`config.mk`:
```
export PLATFORM = sky130hd
export DESIGN_NAME = seq_match_det_flat
export DESIGN_NICKNAME = d
export VERILOG_FILES = /design/src/rtl/seq_match_det_pkg.sv /design/src/rtl/seq_match_det_if.sv /design/src/rtl/seq_match_det_cmp.sv /design/src/rtl/seq_match_det.sv /design/src/flat_wrapper.sv
export SDC_FILE = /design/constraint.sdc
export NUM_CORES = 1
export LEC_CHECK = 0
export CAP_MARGIN = 5
export CORE_AREA = 2 2 53 79
export CTS_BUF_LIST = sky130_fd_sc_hd__clkbuf_2 sky130_fd_sc_hd__clkbuf_4 sky130_fd_sc_hd__clkbuf_8
export CTS_CLUSTER_DIAMETER = 150
export DETAILED_ROUTE_END_ITERATION = 16
export DIE_AREA = 0 0 55 81
export PLACE_DENSITY = 0.64
export SLEW_MARGIN = 20
export SYNTH_ARGS = -nofsm -noshare
export SYNTH_HDL_FRONTEND = slang
export SYNTH_SLANG_ARGS = --single-unit
```
`constraint.sdc`:
```
create_clock -name clk -period 2.46 [get_ports clk]
set_input_delay 0.246 -clock clk [delete_from_list [all_inputs] [get_ports clk]]
set_output_delay 0.246 -clock clk [all_outputs]
set_load 0.03 [all_outputs]
```
`src/rtl/seq_match_det_pkg.sv`:
```
// seq_match_pkg: shared constants, width helper and masked symbol compare
package seq_match_pkg;
  localparam logic TRUE  = 1'b1;
  localparam logic FALSE = 1'b0;
  function automatic int clog2(input int v);
    int r;
    r = 0;
    for (int k = 0; k < 32; k++) if ((1 << r) < v) r++;
    return r;
  endfunction
  function automatic logic masked_eq(input logic [31:0] s, input logic [31:0] p, input logic [31:0] m);
    return ((s ^ p) & m) == 32'd0;
  endfunction
endpackage

```
`src/rtl/seq_match_det_if.sv`:
```
// seq_match_det_if: config, symbol stream and match status bundle
interface seq_match_det_if import seq_match_pkg::*; #(
  parameter int WIDTH = 2,
  parameter int DEPTH = 3,
  parameter int CNT_W = 8
);
  localparam int IDX_W  = clog2(DEPTH);
  localparam int FILL_W = clog2(DEPTH + 1);
  logic              cfg_we;
  logic [IDX_W-1:0]  cfg_idx;
  logic [WIDTH-1:0]  cfg_sym;
  logic [WIDTH-1:0]  cfg_mask;
  logic              overlap;
  logic              in_valid;
  logic [WIDTH-1:0]  in_sym;
  logic              cnt_clr;
  logic              match;
  logic              armed;
  logic [FILL_W-1:0] fill;
  logic [CNT_W-1:0]  match_cnt;
  modport master (
    output cfg_we, cfg_idx, cfg_sym, cfg_mask, overlap, in_valid, in_sym, cnt_clr,
    input  match, armed, fill, match_cnt
  );
  modport slave (
    input  cfg_we, cfg_idx, cfg_sym, cfg_mask, overlap, in_valid, in_sym, cnt_clr,
    output match, armed, fill, match_cnt
  );
endinterface

```
`src/rtl/seq_match_det_cmp.sv`:
```
// seq_match_cmp: single-slot masked symbol comparator
module seq_match_cmp import seq_match_pkg::*; #(
  parameter int WIDTH = 2
) (
  input  logic [WIDTH-1:0] sym,
  input  logic [WIDTH-1:0] pat,
  input  logic [WIDTH-1:0] mask,
  output logic             eq
);
  assign eq = masked_eq(32'(sym), 32'(pat), 32'(mask));
endmodule

```
`src/rtl/seq_match_det.sv`:
```
// seq_match_det: programmable masked sequence detector with saturating match counter
module seq_match_det import seq_match_pkg::*; #(
  parameter int WIDTH = 2,
  parameter int DEPTH = 3,
  parameter int CNT_W = 8
) (
  input logic clk,
  input logic rst,
  seq_match_det_if.slave bus
);
  localparam int FILL_W = clog2(DEPTH + 1);
  logic [WIDTH-1:0]  win_q [DEPTH];
  logic [WIDTH-1:0]  win_d [DEPTH];
  logic [WIDTH-1:0]  win_nx [DEPTH];
  logic [WIDTH-1:0]  pat_q [DEPTH];
  logic [WIDTH-1:0]  pat_d [DEPTH];
  logic [WIDTH-1:0]  mask_q [DEPTH];
  logic [WIDTH-1:0]  mask_d [DEPTH];
  logic [FILL_W-1:0] fill_q, fill_d, fill_inc;
  logic [CNT_W-1:0]  cnt_q, cnt_d;
  logic              match_q, match_d;
  logic [DEPTH-1:0]  eq;
  logic              accept, hit;
  // Compare against the post-shift window so the hit lines up with the accepting edge
  for (genvar i = 0; i < DEPTH; i++) begin : g_slot
    if (i == DEPTH - 1) begin : g_new
      assign win_nx[i] = bus.in_sym;
    end else begin : g_old
      assign win_nx[i] = win_q[i+1];
    end
    seq_match_cmp #(.WIDTH(WIDTH)) u_cmp (
      .sym  (win_nx[i]),
      .pat  (pat_q[i]),
      .mask (mask_q[i]),
      .eq   (eq[i])
    );
  end
  always_comb begin
    accept   = bus.in_valid & ~bus.cfg_we;
    fill_inc = (fill_q == FILL_W'(DEPTH)) ? fill_q : fill_q + 1'b1;
    hit      = (accept && fill_inc == FILL_W'(DEPTH) && &eq) ? TRUE : FALSE;
    for (int k = 0; k < DEPTH; k++) begin
      win_d[k]  = accept ? win_nx[k] : win_q[k];
      pat_d[k]  = pat_q[k];
      mask_d[k] = mask_q[k];
    end
    if (bus.cfg_we && 32'(bus.cfg_idx) < DEPTH) begin
      pat_d[bus.cfg_idx]  = bus.cfg_sym;
      mask_d[bus.cfg_idx] = bus.cfg_mask;
    end
    fill_d  = bus.cfg_we ? '0 : !accept ? fill_q : (hit && !bus.overlap) ? '0 : fill_inc;
    match_d = hit;
    cnt_d   = bus.cnt_clr ? '0 : (hit && cnt_q != '1) ? cnt_q + 1'b1 : cnt_q;
  end
  always_ff @(posedge clk or posedge rst) begin
    if (rst) begin
      for (int k = 0; k < DEPTH; k++) begin
        win_q[k]  <= '0;
        pat_q[k]  <= '0;
        mask_q[k] <= '1;
      end
      fill_q  <= '0;
      match_q <= 1'b0;
      cnt_q   <= '0;
    end else begin
      for (int k = 0; k < DEPTH; k++) begin
        win_q[k]  <= win_d[k];
        pat_q[k]  <= pat_d[k];
        mask_q[k] <= mask_d[k];
      end
      fill_q  <= fill_d;
      match_q <= match_d;
      cnt_q   <= cnt_d;
    end
  end
  assign bus.match     = match_q;
  assign bus.armed     = (fill_q == FILL_W'(DEPTH));
  assign bus.fill      = fill_q;
  assign bus.match_cnt = cnt_q;
endmodule

```
`src/flat_wrapper.sv`:
```
// flat-port wrapper written by rule: the top's interface ports become plain ports
module seq_match_det_flat import seq_match_pkg::*;
#(
  parameter int WIDTH = 2,
  parameter int DEPTH = 3,
  parameter int CNT_W = 8
)
  (clk, rst, bus_cfg_we, bus_cfg_idx, bus_cfg_sym, bus_cfg_mask, bus_overlap, bus_in_valid, bus_in_sym, bus_cnt_clr, bus_match, bus_armed, bus_fill, bus_match_cnt);
  seq_match_det_if #(.WIDTH(WIDTH), .DEPTH(DEPTH), .CNT_W(CNT_W)) bus_i ();
  input logic clk;
  input logic rst;
  input wire logic [$bits(bus_i.cfg_we)-1:0] bus_cfg_we;
  input wire logic [$bits(bus_i.cfg_idx)-1:0] bus_cfg_idx;
  input wire logic [$bits(bus_i.cfg_sym)-1:0] bus_cfg_sym;
  input wire logic [$bits(bus_i.cfg_mask)-1:0] bus_cfg_mask;
  input wire logic [$bits(bus_i.overlap)-1:0] bus_overlap;
  input wire logic [$bits(bus_i.in_valid)-1:0] bus_in_valid;
  input wire logic [$bits(bus_i.in_sym)-1:0] bus_in_sym;
  input wire logic [$bits(bus_i.cnt_clr)-1:0] bus_cnt_clr;
  output wire logic [$bits(bus_i.match)-1:0] bus_match;
  output wire logic [$bits(bus_i.armed)-1:0] bus_armed;
  output wire logic [$bits(bus_i.fill)-1:0] bus_fill;
  output wire logic [$bits(bus_i.match_cnt)-1:0] bus_match_cnt;
  assign bus_i.cfg_we = bus_cfg_we;
  assign bus_i.cfg_idx = bus_cfg_idx;
  assign bus_i.cfg_sym = bus_cfg_sym;
  assign bus_i.cfg_mask = bus_cfg_mask;
  assign bus_i.overlap = bus_overlap;
  assign bus_i.in_valid = bus_in_valid;
  assign bus_i.in_sym = bus_in_sym;
  assign bus_i.cnt_clr = bus_cnt_clr;
  assign bus_match = bus_i.match;
  assign bus_armed = bus_i.armed;
  assign bus_fill = bus_i.fill;
  assign bus_match_cnt = bus_i.match_cnt;
  seq_match_det #(.WIDTH(WIDTH), .DEPTH(DEPTH), .CNT_W(CNT_W)) u_core (.clk(clk), .rst(rst), .bus(bus_i));
endmodule
```
=== After elaboration in Yosys (flattened, before gate mapping) ===
Cells that the tools add are included.

* Register bits: 27
* Bits in latches: 0
* Bits in writable memories: 0
* Memory bits (read-only): 0
* Input bits: 14
* Word-level logic and storage cells: 52
* Memories: 0

* Add/sub/neg operators: 2
* Multipliers: 0
* Div/mod/pow operators: 0
* $lt $le $gt $ge: 3
* Equality and inequality tests: 3
* Shift operators: 0
* Mux-type cells: 11
* Bitwise operators: 9
* Reductions and logical operators: 13

{| class="wikitable"
|+ Operators by type and width
! cell !! number
|-
| $and A32 B2 Y32 || 3
|-
| $logic_not A32 Y1 || 3
|-
| $mux W8 || 2
|-
| $bwmux W6 || 2
|-
| $mux W2 || 5
|-
| $add A8 B1 Y8 const B || 1
|-
| $ne A8 B8 Y1 const B || 1
|-
| $logic_and A1 B1 Y1 || 6
|-
| $xor A2 B2 Y2 || 3
|-
| $demux W2 S2 || 1
|-
| $eq A2 B2 Y1 const B || 2
|-
| $reduce_bool A2 Y1 || 2
|-
| $ge A3 B3 Y1 const B || 1
|-
| $lt A3 B1 Y1 const B || 1
|-
| $not A2 Y3 || 1
|-
| $reduce_and A3 Y1 || 1
|-
| $add A2 B1 Y2 const B || 1
|-
| $lt A2 B2 Y1 const B || 1
|-
| $and A1 B1 Y1 || 1
|-
| $logic_not A1 Y1 || 1
|-
| $mux W1 || 1
|-
| $not A1 Y1 || 1
|}

=== Depth between registers and ports, before layout ===
Gate-level depths: netlist of run 1.

* Depth in word-level cells: 10
* Depth in mapped cells: 7

=== Modules after synthesis ===
From an unflattened synthesis of run 1, not the netlist that was laid out.

* Cell total of the unflattened synthesis: 116
* Area, all modules: 1,337.5 um^2

{| class="wikitable"
|+ By module, submodules not included
! module !! times used !! cells an instance !! area an instance (um^2)
|-
| seq_match_det || 1 || 107 || 1,262.5
|-
| seq_match_cmp || 3 || 3 || 25.0
|}

=== Least setup slack after synthesis of run 1 ===
No wires, ideal clock.

* Path kind: register to register
* Start: register u_core.cnt_q[0], in the netlist u_core.bus.match_cnt[0]
* End: register u_core.cnt_q[3], in the netlist u_core.bus.match_cnt[3]
* Setup time: 0.078 ns
* Arrival time: 1.677 ns
* Required time: 2.382 ns
* Path slack: 0.705 ns
* Cell stages (with the launch flop): 7
* Path buffers: 1
* Clock period less this slack: 1.755 ns
* Path through: dfrtp_1 ha_1 nand3_1 nor2_1 clkbuf_1 or4_1 a21oi_1

* Cells in the longest elaborated chain, start to end: 3

{| class="wikitable"
|+ RTL lines
! what !! line !! source
|-
| start: declaration || seq_match_det.sv:20 || <nowiki>logic [CNT_W-1:0] cnt_q, cnt_d;</nowiki>
|-
| start signal: assignment || seq_match_det.sv:73 || <nowiki>cnt_q <= cnt_d;</nowiki>
|-
| $add A8 B1 Y8 or $ne A8 B8 Y1 (tied branches) || seq_match_det.sv:53 || <nowiki>cnt_d = bus.cnt_clr ? '0 : (hit && cnt_q != '1) ? cnt_q + 1'b1 : cnt_q;</nowiki>
|-
| $mux W8 or $logic_and A1 B1 Y1 (tied branches) || seq_match_det.sv:53 ||
|-
| $mux W8 or $reduce_bool A2 Y1 (tied branches) || -- ||
|}

Several ways; a longest one is shown, not always the timed one. The select of a mux whose other input is x is not followed.
A chain may end at the register's enable or synchronous reset.

=== Final worst setup path of run 1 ===
* Start: input port bus_cfg_we
* End: register u_core.cnt_q[4], in the netlist u_core.bus.match_cnt[4]

* Cells in the longest elaborated chain, start to end: 7

{| class="wikitable"
|+ RTL lines
! what !! line !! source
|-
| start: declaration || flat_wrapper.sv:12 || <nowiki>input wire logic [$bits(bus_i.cfg_we)-1:0] bus_cfg_we;</nowiki>
|-
| $not A1 Y1 || seq_match_det.sv:39 || <nowiki>accept = bus.in_valid & ~bus.cfg_we;</nowiki>
|-
| $and A1 B1 Y1 || seq_match_det.sv:39 ||
|-
| $logic_and A1 B1 Y1 (2 in a row) || seq_match_det.sv:41 || <nowiki>hit = (accept && fill_inc == FILL_W'(DEPTH) && &eq) ? TRUE : FALSE;</nowiki>
|-
| $mux W1 || seq_match_det.sv:41 ||
|-
| $logic_and A1 B1 Y1 || seq_match_det.sv:53 ||
|-
| $reduce_bool A2 Y1 (no line) || -- ||
|}

Every way passes these cells.

==> impl_metrics.sql, run 1 <==
INSERT INTO impl_metrics (metric_group, metric, value, unit) VALUES
('die', 'dieWidth', '55', 'um'),
('grt', 'largest_net_degree_at_the_start_of_global_routing', '28', ''),
('die', 'dieArea', '0.004455', 'sq mm'),
('yosys', 'post_synth_inst_count', '107', ''),
('power', 'power.density_cell_area', '590.0', 'mW/mm^2'),
('die', 'placementRows', '28', ''),
('timing', 'final.setup.tns', '0', 'ns'),
('cts', 'clock_insertion_delay_at_the_later_pin_of_the_skew_report', '0.27', 'ns'),
('power', 'switchingPower', '0.0002512', 'W'),
('timing', 'report.final.hold_viol_count', '0', ''),
('yosys', 'netlist.top_cell.by_area', 'sky130_fd_sc_hd__dfrtp_1', ''),
('detailed_routing', 'avgRoutedWirePerCell', '15.12', 'um'),
('cts', 'tritoncts_clock_tree', 'done', ''),
('critical_path', 'timing_worst_setup_path_type', 'in2reg', ''),
('die', 'pin_count', '26', ''),
('placement', 'placement.io_buffers', '25', ''),
('detailed_routing', 'detail_route.first_pass.iterations', '4', ''),
('grt', 'global_route.usage.total', '14.68', '%'),
('placement', 'place_hpwl', '2.093', 'mm'),
('detailed_routing', 'detail_route.drc_violations', '0', ''),
('job', 'timing.max_cap.violations', '0', ''),
('finish', 'area_taken_by_multi_input_logic_gates', '589.3', 'sq um'),
('critical_path', 'crit_arrival', '2.17', 'ns'),
('power', 'ir_worst_vdd', '0.3099', 'mV'),
('yosys', 'dominant_cells_by_area_after_synthesis', 'sky130_fd_sc_hd__dfrtp_1 40%, sky130_fd_sc_hd__mux2_2 14%, sky130_fd_sc_hd__dfstp_2 12%', ''),
('critical_path', 'critical_path.max_fanout', '16', ''),
('power', 'sw_frac_of_total', '25.72', '%'),
('yosys', 'synthesis.yosys.warnings', '0', ''),
('finish', 'nFillCells', '388', ''),
('critical_path', 'critical_path.startpoint_type', 'input pin', ''),
('cts', 'cts_root_buf', 'sky130_fd_sc_hd__clkbuf_8', ''),
('timing', 'worst-slew-pin-transition', '0.5884', 'ns'),
('yosys', 'mappedNetlistArea', '0.001300', 'sq mm'),
('detailed_routing', 'drt_wl_total', '2.721', 'mm'),
('timing', 'unrepaired_setup_endpoints_after_global_routing', 'no', ''),
('critical_path', 'end_kind', 'register', ''),
('cts', 'cts.repair_timing.setup_buffer_count', '0', ''),
('power', 'pwr-share-seq', '56.5', '%'),
('timing', 'setup_violations', '0', ''),
('finish', 'ff_latch_area', '683.2', 'sq um'),
('yosys', 'synth.lib_cells_used.distinct', '31', ''),
('finish', 'final_layout_size_suffix_gt1_share', '25.93', '%'),
('cts', 'ctsLongestPathBuffers', '2', ''),
('detailed_routing', 'route.detailed.vias_per_inst', '5.211', ''),
('timing', 'finalMaxSlewViolations', '0', ''),
('min_path', 'hold_class', 'in2async', ''),
('yosys', 'yosys_register_bits', '27', ''),
('timing', 'final.setup.worst_slack', '0.4858', 'ns'),
('power', 'internal_power', '0.0007255', 'W'),
('cts', 'postCtsHoldBufs', '0', ''),
('grt', 'grt_pass1_wl', '4.692', 'mm'),
('critical_path', 'critPathRequiredTime', '2.65', 'ns'),
('placement', 'placed_area', '0.001609', 'sq mm'),
('timing', 'final_critical_delay_including_setup_and_external_delays', '1.974', 'ns'),
('finish', 'finish.instance_area', '0.001655', 'sq mm'),
('power', 'power', '0.0009766', 'W'),
('yosys', 'number_of_synthesized_flops_with_an_enable_pin', '0', ''),
('detailed_routing', 'route.antenna.remaining_nets', '0', ''),
('timing', 'final.hold.worst_slack', '0.3355', 'ns'),
('grt', 'overflow', '0', ''),
('cts', 'cts-buffers-inserted', '3', ''),
('cts', 'post_cts.resized_instances', '0', ''),
('timing', 'fin_crit_sh', '80.25', '%'),
('placement', 'gp_congestion', '0.8002', ''),
('status', 'run_status', 'finished clean', ''),
('power', 'leakagePower', '0.6421', 'nW'),
('cts', 'cts-htree-levels', '1', ''),
('finish', 'insertedDiodeCount', '0', ''),
('die', 'fp.dieH', '81', 'um'),
('finish', 'areaGrowthSynthToFinish', '27.33', '%'),
('timing', 'fmax', '506.5', 'MHz');
==> critical path: stages <==
cell and delay, ns:
sky130_fd_sc_hd__clkdlybuf4s50_1 0.55, sky130_fd_sc_hd__nor2b_4 0.24, sky130_fd_sc_hd__and2_4 0.18, sky130_fd_sc_hd__nand4_4 0.21
sky130_fd_sc_hd__or4_1 0.57, sky130_fd_sc_hd__a21oi_1 0.17
==> placed cells by master, fill, tap and decap left out, types with 3 or more instances in the layout <==
| cell type | instances |
|---|---|
| sky130_fd_sc_hd__mux2_2 | 16 |
| sky130_fd_sc_hd__inv_1 | 4 |
| sky130_fd_sc_hd__or4_1 | 4 |
| sky130_fd_sc_hd__dfrtp_1 | 21 |
| sky130_fd_sc_hd__dfstp_2 | 6 |
| sky130_fd_sc_hd__a21oi_1 | 9 |
| sky130_fd_sc_hd__nand3_1 | 5 |
| sky130_fd_sc_hd__clkbuf_8 | 3 |
| sky130_fd_sc_hd__clkdlybuf4s50_1 | 25 |
| sky130_fd_sc_hd__a22oi_2 | 3 |
| sky130_fd_sc_hd__nor2_1 | 4 |
| sky130_fd_sc_hd__o31ai_1 | 4 |
| sky130_fd_sc_hd__xor2_1 | 6 |
==> flip-flops by register name, indices dropped and copies added, names as in the netlist <==
name / cells
u_core.win_nx: 4
u_core.bus.match_cnt: 8
u_core.mask_q: 6
u_core.bus.fill: 2
u_core.pat_q: 6
u_core.bus.match: 1
==> cell type report <==
type                    instances  area share, %
flip-flops and latches         27          41.27
multi-input cells              73          35.60
repair buffers                 27          16.02
well taps                      45          3.401
clock buffers                   3          2.494
inverters                       4         0.9070
clock inverters                 1         0.3023
==> synth_stat cells, drive strengths merged, types with 2 or more instances <==
cell and number:
a21oi 9, a22oi 3, and2 2, buf 2, dfrtp 21, dfstp 6
inv 4, mux2 16, nand2 2, nand3 5, nand3b 2, nand4 2
nor2 4, o21ai 2, o31ai 4, o41ai 2, or3 2, or4 4
xor2 6
==> logic make-up (layout without fill, tap and decap cells) <==
group	Yosys count	count (layout)	synth area share (%)
and+or+nand+nor	30	30	15.69
DFF	27	27	52.55
AOI/OAI and AO/OA	20	20	10.78
muxes	16	16	13.86
buffers and inverters	7	35	2.116
xor gates and xnor gates	6	6	4.042
adders and majority gates	1	1	0.9623
==> routing by layer <==
layer	GRT usage, %	routed length [um]
met5	0	0
met1	18.47	1076
met2	25.00	1528
met4	5.122	39
met3	2.022	77
==> power groups by stage <==
stage | registers, W | logic, W | clock network (W)
2_1_floorplan | 0.000554 | 0.000124 | 0
3_3_place_gp | 0.000559 | 0.000182 | 0
3_5_place_dp | 0.000562 | 0.000185 | 0
4_1_cts | 0.000553 | 0.000186 | 0.000256
5_1_grt | 0.000559 | 0.000198 | 0.000280
6_report | 0.000552 | 0.000183 | 0.000242
==> metrics by stage <==
step | instances | util, %
floorplan | 107 | -
global placement | 176 | 41.75
detailed placement | 176 | 41.75
CTS | 180 | 42.95
global route | 180 | 42.95
finish | 180 | 42.95
==> final timing paths <==
kind	startpoint	end	slack [ns]	cells past startpoint
max	bus_cfg_we	u_core.bus.match_cnt[4]$_DFFE_PP0P_	0.49	6
min	rst	u_core.bus.match$_DFF_PP0_	0.34	3
max reg2reg	u_core.win_nx[2]$_DFFE_PP0P_	u_core.bus.match_cnt[4]$_DFFE_PP0P_	0.56	5
min reg2reg	u_core.pat_q[1]$_DFFE_PP0P_	u_core.pat_q[1]$_DFFE_PP0P_	0.54	1
max in group asynchronous	rst	u_core.mask_q[2]$_DFFE_PP1P_	1.82	3
min in group clk	u_core.pat_q[1]$_DFFE_PP0P_	u_core.pat_q[1]$_DFFE_PP0P_	0.54	1
No activity file was read; power rests on OpenSTA's default activity.
==> inputs of run 2 (changes only) <==
--- a/config.mk
+++ b/config.mk
@@ -11,7 +11,7 @@
 export CTS_CLUSTER_DIAMETER = 150
 export DETAILED_ROUTE_END_ITERATION = 16
 export DIE_AREA = 0 0 55 81
-export PLACE_DENSITY = 0.64
+export PLACE_DENSITY = 0.66
 export SLEW_MARGIN = 20
 export SYNTH_ARGS = -nofsm -noshare
 export SYNTH_HDL_FRONTEND = slang
==> constraint.sdc (replaced) <==
create_clock -name clk -period 1.7 [get_ports clk]
set_input_delay 0.17 -clock clk [delete_from_list [all_inputs] [get_ports clk]]
set_output_delay 0.17 -clock clk [all_outputs]
set_load 0.03 [all_outputs]
==> impl_metrics.sql, run 2 (synthesized netlist as in run 1, its figures left out) <==
INSERT INTO impl_metrics (metric_group, metric, value, unit) VALUES
('status', 'run_status', 'finished with violations', ''),
('status', 'violations', 'setup timing', ''),
('timing', 'report.final.hold_viol_count', '0', ''),
('finish', 'areaGrowthSynthToFinish', '39.56', '%'),
('placement', 'placement.setup.worst_slack', '-0.2846', 'ns'),
('grt', 'grt_pass1_wl', '4.795', 'mm'),
('die', 'placeableCoreArea', '0.003854', 'sq mm'),
('grt', 'global_route.usage.total', '15.00', '%'),
('timing', 'setup_violations', '6', ''),
('cts', 'cts-buffers-inserted', '3', ''),
('critical_path', 'critPathRequiredTime', '1.89', 'ns'),
('detailed_routing', 'route.antenna.remaining_nets', '0', ''),
('grt', 'grt_antenna_before_repair', '0', ''),
('cts', 'tritoncts_clock_tree', 'done', ''),
('finish', 'mostFrequentLayoutCell', 'sky130_fd_sc_hd__clkdlybuf4s50_1', ''),
('power', 'power.density_cell_area', '804.6', 'mW/mm^2'),
('cts', 'clock_insertion_delay_at_the_later_pin_of_the_skew_report', '0.27', 'ns'),
('finish', 'layout.nets', '160', ''),
('finish', 'insertedDiodeCount', '0', ''),
('timing', 'maxSlewHeadroom', '68.51', '%'),
('critical_path', 'timing_worst_setup_path_type', 'reg2reg', ''),
('placement', 'place_hpwl', '2.083', 'mm'),
('detailed_routing', 'route.detailed.vias_per_inst', '5.270', ''),
('critical_path', 'r2r_slack', '-0.07', 'ns'),
('die', 'dieWidth', '55', 'um'),
('detailed_routing', 'drt_wl_total', '3.021', 'mm'),
('grt', 'first_global_vias', '1031', ''),
('cts', 'cts-htree-levels', '1', ''),
('timing', 'fin_crit_sh', '104.0', '%'),
('finish', 'largest_register_ff_count', '8', ''),
('min_path', 'hold_class', 'in2async', ''),
('detailed_routing', 'avgRoutedWirePerCell', '15.98', 'um'),
('timing', 'worst-slew-pin-transition', '0.4719', 'ns'),
('detailed_routing', 'detail_route.first_pass.iterations', '4', ''),
('timing', 'final_critical_delay_including_setup_and_external_delays', '1.768', 'ns'),
('timing', 'skew_final', '0.002544', 'ns'),
('cts', 'clk_pin_slew', '0.09', 'ns'),
('timing', 'finalMaxSlewViolations', '0', ''),
('die', 'initial_util', '33.73', '%'),
('critical_path', 'rr_worst_depth', '6', ''),
('critical_path', 'critical_path.max_fanout', '8', ''),
('die', 'dieArea', '0.004455', 'sq mm'),
('finish', 'layout_common_cells', '23 x sky130_fd_sc_hd__clkdlybuf4s50_1, 19 x sky130_fd_sc_hd__dfrtp_1, 16 x sky130_fd_sc_hd__mux2_2', ''),
('placement', 'gp_congestion', '0.7995', ''),
('critical_path', 'critical_path.startpoint_type', 'register', ''),
('die', 'pin_count', '26', ''),
('detailed_routing', 'detailedRoute.firstIterationViolations', '10', ''),
('critical_path', 'crit_arrival', '1.96', 'ns'),
('timing', 'final.hold.worst_slack', '0.2567', 'ns'),
('timing', 'final.setup.worst_slack', '-0.06806', 'ns'),
('timing', 'unrepaired_setup_endpoints_after_global_routing', 'yes', ''),
('placement', 'placement.io_buffers', '25', ''),
('timing', 'fmax', '565.6', 'MHz'),
('die', 'placementRows', '28', ''),
('detailed_routing', 'routed-via-count', '996', ''),
('detailed_routing', 'detail_route.drc_violations', '0', ''),
('finish', 'final_layout_size_suffix_gt1_share', '40.97', '%'),
('grt', 'overflow', '0', ''),
('power', 'leakagePower', '0.7227', 'nW'),
('job', 'timing.max_cap.violations', '0', ''),
('cts', 'tritoncts_num_sinks', '27', ''),
('grt', 'largest_net_degree_at_the_start_of_global_routing', '28', ''),
('die', 'fp.dieH', '81', 'um'),
('power', 'ir_worst_vdd', '0.4712', 'mV'),
('critical_path', 'end_kind', 'register', ''),
('cts', 'ctsLongestPathBuffers', '2', ''),
('cts', 'cts_root_buf', 'sky130_fd_sc_hd__clkbuf_8', '');
==> run 2: worst max-delay path, stage by stage (launching register included) <==
cell                      delay, ns
sky130_fd_sc_hd__dfrtp_1       0.42
sky130_fd_sc_hd__xor2_2        0.19
sky130_fd_sc_hd__a22oi_2       0.25
sky130_fd_sc_hd__nand4_4       0.17
sky130_fd_sc_hd__buf_6         0.18
sky130_fd_sc_hd__or3_4         0.36
sky130_fd_sc_hd__a21oi_2       0.12
==> run 2: metal layers <==
layer	part of all wire, %	global-route usage [%]	wire length [um]	vias up
met3	4.3	2.757	131	5
li1	-	-	-	469
met1	40	17.68	1198	498
met4	1.7	6.585	52	0
met2	54	25.60	1639	24
met5	0	0	0	-
==> run 2: repair_timing <==
action,in CTS,in global routing
pin swaps,10,6
buffers inserted,1,1
gates resized for setup,8,10
endpoints found under the setup margin,7,10
hold buffers,0,0
==> run 2: where the power goes <==
part	internal, W	total, W	switching [W]
sequential	0.000739	0.000799	0.0000592
combinational	0.000161	0.000287	0.000126
clock	0.000184	0.000374	0.000190
total	0.00108	0.00146	0.000376
==> run 2: worst paths after layout <==
kind | start | end
min in group clk | u_core.pat_q[5]$_DFFE_PP0P_ | u_core.pat_q[5]$_DFFE_PP0P_
worst min-delay path | rst | u_core.bus.match_cnt[5]$_DFFE_PP0P_
max in group asynchronous | rst | u_core.mask_q[4]$_DFFE_PP1P_
worst max-delay path | u_core.win_nx[4]$_DFFE_PP0P_ | u_core.bus.match_cnt[0]$_DFFE_PP0P_
worst min register to register | u_core.pat_q[5]$_DFFE_PP0P_ | u_core.pat_q[5]$_DFFE_PP0P_
worst max register to register | u_core.win_nx[4]$_DFFE_PP0P_ | u_core.bus.match_cnt[0]$_DFFE_PP0P_
==> run 2: per-stage QoR <==
| step | TNS, ns | instances | area [sq um] | utilization, % | power, W |
|---|---|---|---|---|---|
| 2_1_floorplan | 0 | 107 | 1305 | - | 0.0009808 |
| 3_3_place_gp | -1.253 | 183 | 1667 | 43.25 | 0.001078 |
| 3_5_place_dp | -1.788 | 183 | 1667 | 43.25 | 0.001094 |
| 4_1_cts | -0.1537 | 188 | 1768 | 45.88 | 0.001476 |
| 5_1_grt | -1.096 | 189 | 1814 | 47.08 | 0.001546 |
| 6_report | -0.2636 | 189 | 1814 | 47.08 | 0.001460 |
==> run 2: cell type report <==
| type | instances | area, sq um |
|---|---|---|
| clock buffers | 4 | 48.80 |
| fillers | 377 | 2039 |
| inverters | 4 | 15.01 |
| multi-input cells | 73 | 666.9 |
| flip-flops and latches | 27 | 685.7 |
| well taps | 45 | 56.30 |
| repair buffers | 36 | 341.6 |
==> inputs of run 3 (changes only) <==
--- a/config.mk
+++ b/config.mk
@@ -11,7 +11,8 @@
 export CTS_CLUSTER_DIAMETER = 150
 export DETAILED_ROUTE_END_ITERATION = 16
 export DIE_AREA = 0 0 55 81
-export PLACE_DENSITY = 0.66
+export HOLD_SLACK_MARGIN = 0.15
+export PLACE_DENSITY = 0.64
 export SLEW_MARGIN = 20
 export SYNTH_ARGS = -nofsm -noshare
 export SYNTH_HDL_FRONTEND = slang
==> constraint.sdc (replaced) <==
create_clock -name clk -period 2 [get_ports clk]
set_input_delay 0.2 -clock clk [delete_from_list [all_inputs] [get_ports clk]]
set_output_delay 0.2 -clock clk [all_outputs]
set_load 0.03 [all_outputs]
==> impl_metrics.sql, run 3 (synthesized netlist as in run 1, its figures left out) <==
INSERT INTO impl_metrics (metric_group, metric, value, unit) VALUES
('status', 'run_status', 'finished clean', ''),
('detailed_routing', 'route.antenna.remaining_nets', '0', ''),
('timing', 'worst-slew-pin-transition', '0.6139', 'ns'),
('cts', 'cts.repair_timing.setup_buffer_count', '0', ''),
('timing', 'unrepaired_setup_endpoints_after_global_routing', 'no', ''),
('detailed_routing', 'detail_route.drc_violations', '0', ''),
('placement', 'gp_congestion', '0.7530', ''),
('cts', 'tritoncts_clock_tree', 'done', ''),
('detailed_routing', 'detailedRoute.firstIterationViolations', '12', ''),
('cts', 'ctsLongestPathBuffers', '2', ''),
('detailed_routing', 'avgRoutedWirePerCell', '14.82', 'um'),
('critical_path', 'worst_setup_path_startpoint', 'u_core.win_nx[2]$_DFFE_PP0P_', ''),
('placement', 'placed_area', '0.001639', 'sq mm'),
('grt', 'grt_pass1_wl', '4.609', 'mm'),
('grt', 'first_global_vias', '1004', ''),
('grt', 'grtUsageMet3', '1.287', '%'),
('cts', 'clock_insertion_delay_at_the_later_pin_of_the_skew_report', '0.27', 'ns'),
('detailed_routing', 'routed-via-count', '954', ''),
('die', 'initial_util', '33.73', '%'),
('cts', 'cts-buffers-inserted', '3', ''),
('die', 'placeableCoreArea', '0.003854', 'sq mm'),
('grt', 'largest_net_degree_at_the_start_of_global_routing', '28', ''),
('power', 'power_frac_comb', '18.9', '%'),
('power', 'ir_worst_vdd', '0.4237', 'mV'),
('critical_path', 'rr_startpoint', 'u_core.win_nx[2]$_DFFE_PP0P_', ''),
('die', 'placementRows', '28', ''),
('timing', 'fmax', '537.1', 'MHz'),
('detailed_routing', 'route.detailed.vias_per_inst', '5.185', ''),
('finish', 'mostFrequentLayoutCell', 'sky130_fd_sc_hd__clkdlybuf4s50_1', ''),
('timing', 'skew_final', '0.002896', 'ns'),
('timing', 'setup_violations', '0', ''),
('timing', 'final.setup.worst_slack', '0.1382', 'ns'),
('grt', 'grt_antenna_before_repair', '0', ''),
('job', 'timing.max_cap.violations', '0', ''),
('finish', 'insertedDiodeCount', '0', ''),
('timing', 'fin_crit_sh', '93.09', '%'),
('cts', 'cts-htree-levels', '1', ''),
('power', 'switchingPower', '0.0003082', 'W'),
('cts', 'clk_pin_slew', '0.09', 'ns'),
('critical_path', 'critical_path.max_fanout', '9', ''),
('timing', 'finalMaxSlewViolations', '0', ''),
('critical_path', 'timing.rr.end', 'u_core.bus.match_cnt[5]$_DFFE_PP0P_', ''),
('die', 'fp.dieH', '81', 'um'),
('finish', 'layout.nets', '155', ''),
('cts', 'tritoncts_num_sinks', '27', ''),
('finish', 'largest_register_ff_count', '8', ''),
('critical_path', 'critical_path.startpoint_type', 'register', ''),
('placement', 'placement.io_buffers', '25', ''),
('critical_path', 'rr_worst_depth', '6', ''),
('grt', 'global_route_met2_usage', '25.95', '%'),
('timing', 'maxSlewHeadroom', '58.92', '%'),
('timing', 'final_critical_delay_including_setup_and_external_delays', '1.862', 'ns'),
('power', 'pwr-share-seq', '55.4', '%'),
('die', 'pin_count', '26', ''),
('power', 'leakagePower', '0.6617', 'nW'),
('finish', 'final_layout_size_suffix_gt1_share', '28.06', '%'),
('power', 'internal_power', '0.0009130', 'W'),
('cts', 'post_cts.resized_instances', '0', ''),
('power', 'clockPowerShare', '25.7', '%'),
('detailed_routing', 'drt_wl_total', '2.726', 'mm'),
('grt', 'overflow', '0', ''),
('grt', 'top_usage_layer', 'met2', ''),
('power', 'power.density_cell_area', '723.5', 'mW/mm^2'),
('placement', 'placement.setup.worst_slack', '-0.02205', 'ns'),
('finish', 'layout_common_cells', '25 x sky130_fd_sc_hd__clkdlybuf4s50_1, 21 x sky130_fd_sc_hd__dfrtp_1, 16 x sky130_fd_sc_hd__mux2_2', ''),
('detailed_routing', 'detail_route.first_pass.iterations', '4', ''),
('finish', 'areaGrowthSynthToFinish', '29.84', '%'),
('min_path', 'hold_class', 'in2async', ''),
('critical_path', 'end_kind', 'register', ''),
('die', 'dieArea', '0.004455', 'sq mm'),
('cts', 'postCtsHoldBufs', '0', ''),
('grt', 'met1_use_gr', '16.78', '%'),
('timing', 'report.final.hold_viol_count', '0', ''),
('critical_path', 'critPathRequiredTime', '2.15', 'ns'),
('critical_path', 'cp-endpoint', 'u_core.bus.match_cnt[5]$_DFFE_PP0P_', ''),
('critical_path', 'timing_worst_setup_path_type', 'reg2reg', ''),
('cts', 'cts_root_buf', 'sky130_fd_sc_hd__clkbuf_8', ''),
('grt', 'global_route.usage.total', '14.42', '%'),
('finish', 'finish.instance_area', '0.001688', 'sq mm'),
('critical_path', 'crit_arrival', '2.01', 'ns'),
('die', 'dieWidth', '55', 'um'),
('finish', 'nFillCells', '388', ''),
('power', 'sw_frac_of_total', '25.23', '%'),
('placement', 'place_hpwl', '2.102', 'mm'),
('critical_path', 'r2r_slack', '0.14', 'ns');
## run 3: final cells by class
type                            instances  area, sq um  area share, %
Multi-Input combinational cell         73        589.3          34.91
Tap cell                               45        56.30          3.336
Timing Repair Buffer                   31        295.3          17.49
Sequential cell                        27        683.2          40.47
Inverter                                4        15.01         0.8895
Clock buffer                            4        48.80          2.891
## run 3: how the worst min path moves through the flow
stage                                startpoint                                  end  slack (ns)  cells past startpoint
floorplan                                   rst       u_core.bus.fill[0]$_DFFE_PP0P_        0.25                      1
global placement    u_core.pat_q[0]$_DFFE_PP0P_          u_core.pat_q[0]$_DFFE_PP0P_        0.51                      1
detailed placement  u_core.pat_q[0]$_DFFE_PP0P_          u_core.pat_q[0]$_DFFE_PP0P_        0.52                      1
CTS                                         rst  u_core.bus.match_cnt[5]$_DFFE_PP0P_        0.29                      3
global route                                rst          u_core.pat_q[3]$_DFFE_PP0P_        0.31                      3
finish                                      rst          u_core.pat_q[3]$_DFFE_PP0P_        0.28                      3
## run 3: per-layer routing
metal / vias up / share of wire [%]
met4: 0 / 1.1
met5: - / 0
met3: 4 / 2.7
met2: 18 / 57
li1: 455 / -
met1: 477 / 39
## run 3: stage by stage
step	hold slack, ns	power (W)	setup TNS [ns]	std cells	util [%]
after floorplan	0.2483	0.0008336	0	107	-
after global placement	0.5099	0.0009132	0	180	42.53
after detailed placement	0.5185	0.0009232	-0.02332	180	42.53
after global routing	0.3144	0.001293	0	184	43.80
final	0.2838	0.001221	0	184	43.80
after CTS	0.2897	0.001246	0	184	43.80
## run 3: worst max-delay path, stage by stage (launching register included)
cell	delay, ns
sky130_fd_sc_hd__dfrtp_1	0.42
sky130_fd_sc_hd__xor2_1	0.19
sky130_fd_sc_hd__a22oi_2	0.27
sky130_fd_sc_hd__nand4_4	0.19
sky130_fd_sc_hd__buf_4	0.21
sky130_fd_sc_hd__o41ai_1	0.36
sky130_fd_sc_hd__a21oi_1	0.10
## run 3: power groups by stage
stage | Clock, W | Sequential (W) | Combinational (W)
5_1_grt | 0.000357 | 0.000685 | 0.000251
4_1_cts | 0.000331 | 0.000678 | 0.000237
6_report | 0.000314 | 0.000677 | 0.000230
3_3_place_gp | 0 | 0.000684 | 0.000230
2_1_floorplan | 0 | 0.000681 | 0.000152
3_5_place_dp | 0 | 0.000688 | 0.000235
